==> src/rtl/mock2_pkg.sv <==
// Shared types and constants for the Mock2 bit-serial adder.
// Holds the default operand width, the FSM state type and the counter width helper.
package mock2_pkg;

  localparam int MOCK2_WIDTH = 8;

  typedef enum logic [1:0] {
    IDLE = 2'd0,
    RUN  = 2'd1,
    DONE = 2'd2
  } mock2_state_e;

  // Bit counter spans 0..width-1; keep at least one bit for degenerate widths.
  function automatic int mock2_cnt_width(input int width);
    return (width > 1) ? $clog2(width) : 1;
  endfunction

  localparam int MOCK2_CNT_W = mock2_cnt_width(MOCK2_WIDTH);

endpackage

==> src/rtl/mock2_full_adder_1b.sv <==
// Single-bit combinational full adder, time-shared across every bit-cycle
// of the serial adder.
module mock2_full_adder_1b (
  input  logic a,
  input  logic b,
  input  logic ci,
  output logic s,
  output logic co
);

  logic half_s;

  assign half_s = a ^ b;
  assign s      = half_s ^ ci;
  assign co     = (a & b) | (ci & half_s);

endmodule

==> src/rtl/mock2_serial_adder.sv <==
// Bit-serial {Cin, A, B} -> {Cout, S} adder behind request/response handshakes.
// Optional signed-overflow output enabled by defining MOCK2_SERIAL_OVF_EN.
module mock2_serial_adder
  import mock2_pkg::*;
#(
  parameter int WIDTH = MOCK2_WIDTH
) (
  input  logic             Clk,
  input  logic             Rst_n,
  input  logic             Req_Valid,
  output logic             Req_Ready,
  input  logic [WIDTH-1:0] A,
  input  logic [WIDTH-1:0] B,
  input  logic             Cin,
  output logic             Rsp_Valid,
  input  logic             Rsp_Ready,
  output logic [WIDTH-1:0] S,
  output logic             Cout
`ifdef MOCK2_SERIAL_OVF_EN
  ,
  output logic             Ovf
`endif
);

  localparam int               CNT_W    = mock2_cnt_width(WIDTH);
  localparam logic [CNT_W-1:0] LAST_BIT = CNT_W'(WIDTH - 1);

  mock2_state_e     state_r;
  logic [CNT_W-1:0] cnt_r;
  logic [WIDTH-1:0] a_sh_r;
  logic [WIDTH-1:0] b_sh_r;
  logic [WIDTH-1:0] s_r;
  logic             carry_r;
  logic             cout_r;
  logic             req_ready_r;
  logic             rsp_valid_r;
  logic             fa_s;
  logic             fa_co;
`ifdef MOCK2_SERIAL_OVF_EN
  logic             ovf_r;
`endif

  mock2_full_adder_1b u_fa (
    .a  (a_sh_r[0]),
    .b  (b_sh_r[0]),
    .ci (carry_r),
    .s  (fa_s),
    .co (fa_co)
  );

  // Transaction FSM: capture, LSB-first accumulation, and held response.
  always_ff @(posedge Clk or negedge Rst_n) begin
    if (!Rst_n) begin
      state_r     <= IDLE;
      cnt_r       <= {CNT_W{1'b0}};
      a_sh_r      <= {WIDTH{1'b0}};
      b_sh_r      <= {WIDTH{1'b0}};
      s_r         <= {WIDTH{1'b0}};
      carry_r     <= 1'b0;
      cout_r      <= 1'b0;
      req_ready_r <= 1'b1;
      rsp_valid_r <= 1'b0;
`ifdef MOCK2_SERIAL_OVF_EN
      ovf_r       <= 1'b0;
`endif
    end else begin
      case (state_r)
        IDLE: begin
          if (Req_Valid && req_ready_r) begin
            a_sh_r      <= A;
            b_sh_r      <= B;
            carry_r     <= Cin;
            cnt_r       <= {CNT_W{1'b0}};
            s_r         <= {WIDTH{1'b0}};
            cout_r      <= 1'b0;
            req_ready_r <= 1'b0;
            state_r     <= RUN;
`ifdef MOCK2_SERIAL_OVF_EN
            ovf_r       <= 1'b0;
`endif
          end else begin
            req_ready_r <= 1'b1;
            rsp_valid_r <= 1'b0;
          end
        end
        RUN: begin
          // Sum bits enter at the MSB so the LSB lands at bit 0 after WIDTH shifts.
          s_r     <= {fa_s, s_r[WIDTH-1:1]};
          a_sh_r  <= {1'b0, a_sh_r[WIDTH-1:1]};
          b_sh_r  <= {1'b0, b_sh_r[WIDTH-1:1]};
          carry_r <= fa_co;
          cnt_r   <= cnt_r + {{(CNT_W-1){1'b0}}, 1'b1};
          if (cnt_r == LAST_BIT) begin
            cout_r      <= fa_co;
            rsp_valid_r <= 1'b1;
            state_r     <= DONE;
`ifdef MOCK2_SERIAL_OVF_EN
            // carry_r here is the carry into the MSB position.
            ovf_r       <= carry_r ^ fa_co;
`endif
          end else begin
            rsp_valid_r <= 1'b0;
          end
        end
        DONE: begin
          if (Rsp_Ready) begin
            rsp_valid_r <= 1'b0;
            req_ready_r <= 1'b1;
            state_r     <= IDLE;
          end else begin
            rsp_valid_r <= 1'b1;
          end
        end
        default: begin
          state_r     <= IDLE;
          cnt_r       <= {CNT_W{1'b0}};
          req_ready_r <= 1'b1;
          rsp_valid_r <= 1'b0;
        end
      endcase
    end
  end

  assign Req_Ready = req_ready_r;
  assign Rsp_Valid = rsp_valid_r;
  assign S         = s_r;
  assign Cout      = cout_r;
`ifdef MOCK2_SERIAL_OVF_EN
  assign Ovf       = ovf_r;
`endif

endmodule
==> config.mk <==
export PLATFORM = sky130hd
export DESIGN_NAME = mock2_serial_adder
export DESIGN_NICKNAME = d
export VERILOG_FILES = /design/src/rtl/mock2_pkg.sv /design/src/rtl/mock2_full_adder_1b.sv /design/src/rtl/mock2_serial_adder.sv
export SDC_FILE = /design/constraint.sdc
export NUM_CORES = 1
export LEC_CHECK = 0
export BUFFER_PORTS_ARGS = -buffer_cell sky130_fd_sc_hd__buf_2
export CAP_MARGIN = 15
export CORE_MARGIN = 4
export CORE_UTILIZATION = 25
export CTS_BUF_LIST = sky130_fd_sc_hd__clkbuf_8
export DETAILED_ROUTE_END_ITERATION = 10
export GPL_ROUTABILITY_DRIVEN = 0
export GPL_TIMING_DRIVEN = 0
export PLACE_DENSITY_LB_ADDON = 0.12
export SLEW_MARGIN = 25
export SYNTH_ARGS = -nofsm -noshare
export SYNTH_HDL_FRONTEND = slang
export SYNTH_HIERARCHICAL = 1
export SYNTH_SLANG_ARGS = --single-unit
==> constraint.sdc <==
create_clock -name Clk -period 1.8 [get_ports Clk]
set_input_delay 0.45 -clock Clk [delete_from_list [all_inputs] [get_ports Clk]]
set_output_delay 0.45 -clock Clk [all_outputs]
set_load 0.03 [all_outputs]
==> impl_summary.txt, run 1 <==
----------------------------------------------------
[Logic synthesis]
  Synth Area in Compound Gates ... 0.0628
  Mean instance size in the synthesized netlist ... 12.5 um2
  Portion of the post-synthesis area used by sequential elements ... 0.466
  Area share of xor/xnor cells in the synthesized design ... 0
  Yosys warnings ... 6
  Proportion of register bits with asynchronous set or reset after synthesis ... 1.00
  Post-synthesis mux area share ... 0.291
  Most common library cells after synthesis ... 32 x dfrtp_1, 20 x mux2_2, 16 x inv_1
  Most repeated cell in the gate-level netlist after synthesis ... dfrtp_1
  Largest cells by area after synthesis ... dfrtp_1 45%, mux2_2 13%, mux2_4 10%
  Post-synthesis simple-gate area fraction ... 0.0572
  Number of synthesized flops with an enable pin ... 0
  Cell area after synthesis ... 1770 um2
  Area share of the leading cell type in the synthesized netlist ... 0.452
  Register bit count reported by yosys ... 33
  Cells after Synth ... 142
  Syn nets ... 171
  Main combinational cell family by area after synthesis ... multiplexers
  Adder-cell share of the synthesized area ... 0.0607
  Distinct cell type count of the synthesized netlist ... 27
  Dominant synthesized flop cell ... dfrtp_1
  Dominant cell type by area after synthesis ... dfrtp_1

[Route]
  Routed WL ... 3.64 mm
  Count of vias placed by the detailed router ... 1155
  Mean routed wirelength per cell ... 13.1 um
  Residual antenna-violating net count after detailed routing ... 0
  Detailed-routing iteration count for the pre-antenna-repair pass ... 4
  Via-to-Cell Ratio ... 4.15
  Number of DRC markers in iteration 0 ... 62
  DRC errors left ... 0

[Critical path]
  Req. time, crit path ... 1970 ps
  Number of cells traversed by the worst register-to-register path ... 6
  Highest net fanout along the worst path ... 10
  Worst reg2reg setup slack ... 120 ps
  Path type of the worst setup path ... register to register
  Endpoint of the worst register-to-register path ... a_sh_r[3]
  Arrival time worst endpoint ... 1850 ps
  Capturing element type of the critical path ... register
  Critical Path Source Type ... register
  Startpoint of the most critical setup path ... state_r[0]
  Startpoint of the lowest-slack register-to-register path ... state_r[0]

[GRT]
  GRT Overall Usage ... 0.0940
  Initial antenna violation count ... 0
  Via count of the first global-routing pass ... 1281
  Largest net degree at the start of global routing ... 34
  Total congestion overflow after global routing ... 0
  Wire length of the first global-routing pass ... 6.27 mm

[Clock network]
  Number of buffers created by CTS ... 5
  Number of clock sinks ... 33
  Root Buffer Master ... clkbuf_8
  Hold-fix buffers at CTS ... 0
  Number of levels in the clock H-tree ... 2
  Maximum buffer depth of the clock tree ... 2
  Clock Pin Slew Worst Setup and Hold Paths ... 70 ps
  CTS tree ... built
  Clock latency on the worst-skew pair ... 290 ps

[Floorplan]
  Effective utilization at floorplan ... 0.260
  Die width ... 92.2 um
  Area of the die ... 8500 um2
  Area of the placeable core ... 6830 um2
  Count of boundary I/O pins ... 32
  Std cell rows ... 30
  Die Span Y ... 92.2 um

[Placed design]
  Area post-placement ... 2050 um2
  Dpl ws ... -120 ps
  HPWL after DPL ... 2.73 mm
  Count of buffers from port buffering ... 31

[Timing]
  Final Max Slew Viols ... 0
  Worst slew margin relative to its limit ... 0.489
  Fmax achieved ... 594 MHz
  Final min period ... 1680 ps
  Number of setup violations in the final report ... 0
  Setup repair after global routing missed its margin ... false
  Final-report hold violation count ... 0
  Fin worst setup slack ... 116 ps
  Transition time at the pin with the least slew margin ... 766 ps
  Final critical-path share of the clock period ... 0.936
  Tightest hold margin ... 234 ps
  Final Skew ... 12.5 ps

[Layout]
  Nets ... 210
  Fraction of layout instances using a drive strength above 1 ... 0.456
  Syn-to-layout area delta ... 21.4%
  Count of antenna diodes in the layout ... 0
  Final instance area ... 2150 um2

[Power]
  Leakage power ... 1.05 nW
  Power per unit of standard cell area ... 1740 nW/um2
  Peak supply drop ... 471 uV

[Outcome]
  Result of the run ... finished clean

[Job]
  Max Cap Viol ... 0

[Hold path]
  Class of the worst hold path ... input port to asynchronous set/reset pin

----------------------------------------------------
-- metrics by stage --
| stage | util | setup TNS [ps] | total power, mW | instances |
|---|---|---|---|---|
| 2_1_floorplan | - | 0 | 2.79 | 142 |
| 3_3_place_gp | 0.300 | -909 | 3.13 | 269 |
| 3_5_place_dp | 0.300 | -1320 | 3.19 | 269 |
| 4_1_cts | 0.313 | 0 | 3.77 | 278 |
| 5_1_grt | 0.315 | 0 | 4.03 | 278 |
| 6_report | 0.315 | 0 | 3.75 | 278 |
-- power by group --
| part | internal (mW) | switching (mW) |
|---|---|---|
| clock | 0.260 | 0.267 |
| combinational | 1.09 | 0.894 |
| sequential | 1.05 | 0.192 |
| total | 2.39 | 1.35 |
-- flip-flops by register name, indices dropped and copies added (netlist names) --
register and flops:
Req_Ready 1, a_sh_r 8, state_r 2, S 8, carry_r 1, Rsp_Valid 1
b_sh_r 8, Cout 1, cnt_r 3
-- per-layer routing --
metal,wire length [um],track usage
met3,216,0.0361
met1,1600,0.112
met5,0,0
met2,1780,0.156
met4,47,0.0297
-- worst max-delay path by stage --
stage                      to  slack [ps]  cells after the start
global route         cnt_r[0]          40                      3
global placement    b_sh_r[5]         -80                      6
detailed placement  a_sh_r[3]        -120                      6
finish              a_sh_r[3]         120                      6
floorplan           a_sh_r[0]         110                      6
CTS                 a_sh_r[3]           4                      6
-- placed cells by master, fill, tap and decap left out, types with 2 or more instances in the layout --
cell type  netlist  routed
a21oi_1          7       7
buf_2            1      31
buf_8            2       2
clkbuf_8         0       5
dfrtp_1         32      32
ha_1             7       6
inv_1           16      16
inv_2            0       2
mux2_2          20      20
mux2_4          12      12
mux2i_1         11      11
nand2_1         13      13
nand4_1          2       2
o21ai_0          4       4
-- cell type report --
class | count | area, um2
Inverter | 16 | 60.1
Buffer | 5 | 52.6
Multi-Input combinational cell | 88 | 848
Timing Repair Buffer | 32 | 163
Sequential cell | 33 | 827
Clock buffer | 5 | 68.8
Fill cell | 725 | 4680
Tap cell | 96 | 120
Clock inverter | 3 | 12.5
-- cell families after synthesis --
kind of cell / count (synthesis)
multiplexers: 43
flip-flops: 33
buffers and inverters: 21
AND/OR/NAND/NOR: 21
AO/OA/AOI/OAI: 16
adder cells (fa/ha/maj): 8
-- repair_timing --
item / 4_1_cts / 5_1_grt
cloned: 0 / 0
gates resized for setup: 1 / 4
pin swaps: 1 / 0
buffers inserted: 1 / 0
endpoints found under the setup margin: 12 / 16
-- worst max-delay path, cell delays in order (launching register included) --
cell and delay (ps):
dfrtp_1 420, inv_2 120, ha_4 180, inv_1 110, a21oi_4 230, buf_8 200, mux2_4 310
Power figures use the tool's default switching activity.
==> run 2, diff against run 1 <==
Settings changed: CORE_MARGIN 4 to default, SLEW_MARGIN 25 to 20, SYNTH_HIERARCHICAL 1 to default.
==> run 2 against run 1 <==
  * Clock-buffer cell count increased by 1
  * Via count is 1.6% lower
  * Non-clock buffer count shrank 1
  * Sequential power is 4% lower
  * Die area fell by 17%
  * The flow now finishes with violations (design-rule violations)
  * Sequential share of layout area rose by 1.9 points
  * Flip-flop and latch count unchanged
  * Register-to-register slack worse by 20 ps
  * Worst hold slack improved by 1.4 ps
  * Clock power rose by 6.3%
  * Clock skew is 9.7 ps lower
  * Critical path type unchanged
==> impl_summary.txt, run 2 <==
----------------------------------------------------
[Route]
  Count of vias placed by the detailed router ... 1137
  Number of DRC markers in iteration 0 ... 32
  Mean routed wirelength per cell ... 13.0 um
  Detailed-routing iteration count for the pre-antenna-repair pass ... 6
  Routed WL ... 3.35 mm
  DRC errors left ... 6
  Residual antenna-violating net count after detailed routing ... 0
  Via-to-Cell Ratio ... 4.42

[Logic synthesis]
  Mean instance size in the synthesized netlist ... 11.8 um2
  Register bit count reported by yosys ... 33
  Cells after Synth ... 142
  Syn nets ... 171
  Largest cells by area after synthesis ... dfrtp_1 48%, mux2_2 11%, mux2i_1 7.7%
  Cell area after synthesis ... 1680 um2
  Portion of the post-synthesis area used by sequential elements ... 0.493
  Most common library cells after synthesis ... 32 x dfrtp_1, 16 x mux2_2, 13 x inv_1, 13 x mux2i_1, 13 x o21ai_0
  Yosys warnings ... 0
  Distinct cell type count of the synthesized netlist ... 30
  Dominant synthesized flop cell ... dfrtp_1
  Area share of the leading cell type in the synthesized netlist ... 0.477
  Most repeated cell in the gate-level netlist after synthesis ... dfrtp_1
  Proportion of register bits with asynchronous set or reset after synthesis ... 1.00
  Number of synthesized flops with an enable pin ... 0
  Dominant cell type by area after synthesis ... dfrtp_1

[Floorplan]
  Die width ... 84.0 um
  Count of boundary I/O pins ... 32
  Effective utilization at floorplan ... 0.261
  Std cell rows ... 29
  Die Span Y ... 84.0 um
  Area of the placeable core ... 6420 um2
  Area of the die ... 7050 um2

[Clock network]
  Root Buffer Master ... clkbuf_8
  Clock latency on the worst-skew pair ... 280 ps
  Maximum buffer depth of the clock tree ... 2
  Number of buffers added for setup after CTS ... 0
  Number of buffers created by CTS ... 5
  Number of clock sinks ... 33
  Clock Pin Slew Worst Setup and Hold Paths ... 60 ps
  CTS tree ... built
  Number of levels in the clock H-tree ... 2
  Hold-fix buffers at CTS ... 0

[Power]
  Switching pwr ... 1.26 mW
  Portion of total power attributed to combinational logic ... 0.489
  Peak supply drop ... 474 uV
  Power share of the sequential group ... 0.348
  Switching part of the total power ... 0.369
  Internal Power ... 2.16 mW
  Leakage power ... 0.951 nW
  Clock power frac ... 0.163
  Power per unit of standard cell area ... 1670 nW/um2

[GRT]
  Initial antenna violation count ... 0
  Total congestion overflow after global routing ... 0
  Wire length of the first global-routing pass ... 5.82 mm
  GRT Overall Usage ... 0.108
  Via count of the first global-routing pass ... 1174
  Largest net degree at the start of global routing ... 34

[Layout]
  Fraction of layout instances using a drive strength above 1 ... 0.372
  Most frequent cells in the layout ... 32 x dfrtp_1, 31 x buf_2, 16 x mux2_2
  Syn-to-layout area delta ... 22.0%
  Most common library cell in the layout ignoring fill and taps ... dfrtp_1
  Nets ... 209
  Count of antenna diodes in the layout ... 0

[Timing]
  Sum of negative setup slack ... 0 ps
  Final min period ... 1700 ps
  Final Skew ... 2.87 ps
  Final Max Slew Viols ... 0
  Worst slew margin relative to its limit ... 0.489
  Final-report hold violation count ... 0
  Tightest hold margin ... 236 ps
  Setup repair after global routing missed its margin ... false
  Transition time at the pin with the least slew margin ... 766 ps
  Fmax achieved ... 588 MHz
  Final critical-path share of the clock period ... 0.945
  Number of setup violations in the final report ... 0

[Job]
  Max Cap Viol ... 0

[Placed design]
  Count of buffers from port buffering ... 31
  HPWL after DPL ... 2.47 mm

[Critical path]
  CP peak stage delay ... 390 ps
  Highest net fanout along the worst path ... 10
  Arrival time worst endpoint ... 1870 ps
  Sequence of cells on the critical path ... inv_2, ha_2, buf_4, mux2_2, mux2_1
  Capturing element type of the critical path ... register
  Critical Path Source Type ... register
  Path type of the worst setup path ... register to register
  Crit path max-delay cell type ... dfrtp_1
  Number of cells traversed by the worst register-to-register path ... 5
  Req. time, crit path ... 1970 ps

[Outcome]
  Result of the run ... finished with violations
  Violated checks ... design-rule violations

[Hold path]
  Class of the worst hold path ... input port to asynchronous set/reset pin

----------------------------------------------------
## run 2: cell type report
cell class | count | area, um2
clock buffer | 6 | 82.6
clock inverter | 1 | 3.75
inverter | 14 | 52.6
tap | 77 | 96.3
multi-input combinational | 90 | 790
buffer | 5 | 41.3
timing repair buffer | 31 | 155
sequential | 33 | 827
fill | 672 | 4370
## run 2: routing by layer
| metal | vias up | part of all wire | GRT usage |
|---|---|---|---|
| li1 | 556 | - | - |
| met2 | 24 | 0.46 | 0.161 |
| met5 | - | 0 | 0 |
| met3 | 6 | 0.059 | 0.0435 |
| met1 | 551 | 0.46 | 0.140 |
| met4 | 0 | 0.016 | 0.0423 |
## run 2: final timing paths
path / startpoint / to / slack (ps)
max in group asynchronous: Rst_n / S[0] / 1070
hold reg to reg: a_sh_r[2] / a_sh_r[2] / 480
hold / removal: Rst_n / Rsp_Valid / 240
setup / recovery: state_r[1] / a_sh_r[6] / 100
setup reg to reg: state_r[1] / a_sh_r[6] / 100
min in group Clk: A[7] / a_sh_r[7] / 410
## run 2: cell families (layout without fill, tap and decap cells)
group                    after synthesis  after routing  share of synthesized area
flip-flops                            33             33                      0.493
adder cells (fa/ha/maj)                8              8                     0.0641
AO/OA/AOI/OAI                         20             20                     0.0767
multiplexers                          38             38                      0.245
buffers and inverters                 19             57                     0.0507
AND/OR/NAND/NOR                       24             24                     0.0708
## run 2: through the flow
| stage | util | power, mW | setup WS (ps) | area [um2] | std cells |
|---|---|---|---|---|---|
| after floorplan | - | 2.43 | 141 | 1680 | 142 |
| after global placement | 0.301 | 2.77 | -34.6 | 1930 | 250 |
| after detailed placement | 0.301 | 2.83 | -53.2 | 1930 | 250 |
| after CTS | 0.318 | 3.48 | 45.6 | 2040 | 257 |
| after global routing | 0.319 | 3.73 | 0.875 | 2050 | 257 |
| final | 0.319 | 3.42 | 99.7 | 2050 | 257 |
## run 2: worst max-delay path, delay by kind of cell, from the launching register on
kind	cells	cell delay (ps)
buffers and inverters	2	310
adders and majority gates	1	230
DFF	1	390
muxes	2	650
## run 2: power groups by stage
| stage | Sequential [mW] | Clock, mW | Combinational (mW) |
|---|---|---|---|
| final | 1.19 | 0.559 | 1.67 |
| after global routing | 1.23 | 0.622 | 1.88 |
| after CTS | 1.19 | 0.589 | 1.70 |
| after detailed placement | 1.21 | 0 | 1.62 |
| after global placement | 1.19 | 0 | 1.58 |
| after floorplan | 1.24 | 0 | 1.19 |
## run 2: timing repair
| item | in CTS | in global routing |
|---|---|---|
| gates cloned | 0 | 0 |
| gates resized for setup | 7 | 2 |
| pin swaps | 0 | 2 |
| setup endpoints to repair | 9 | 10 |
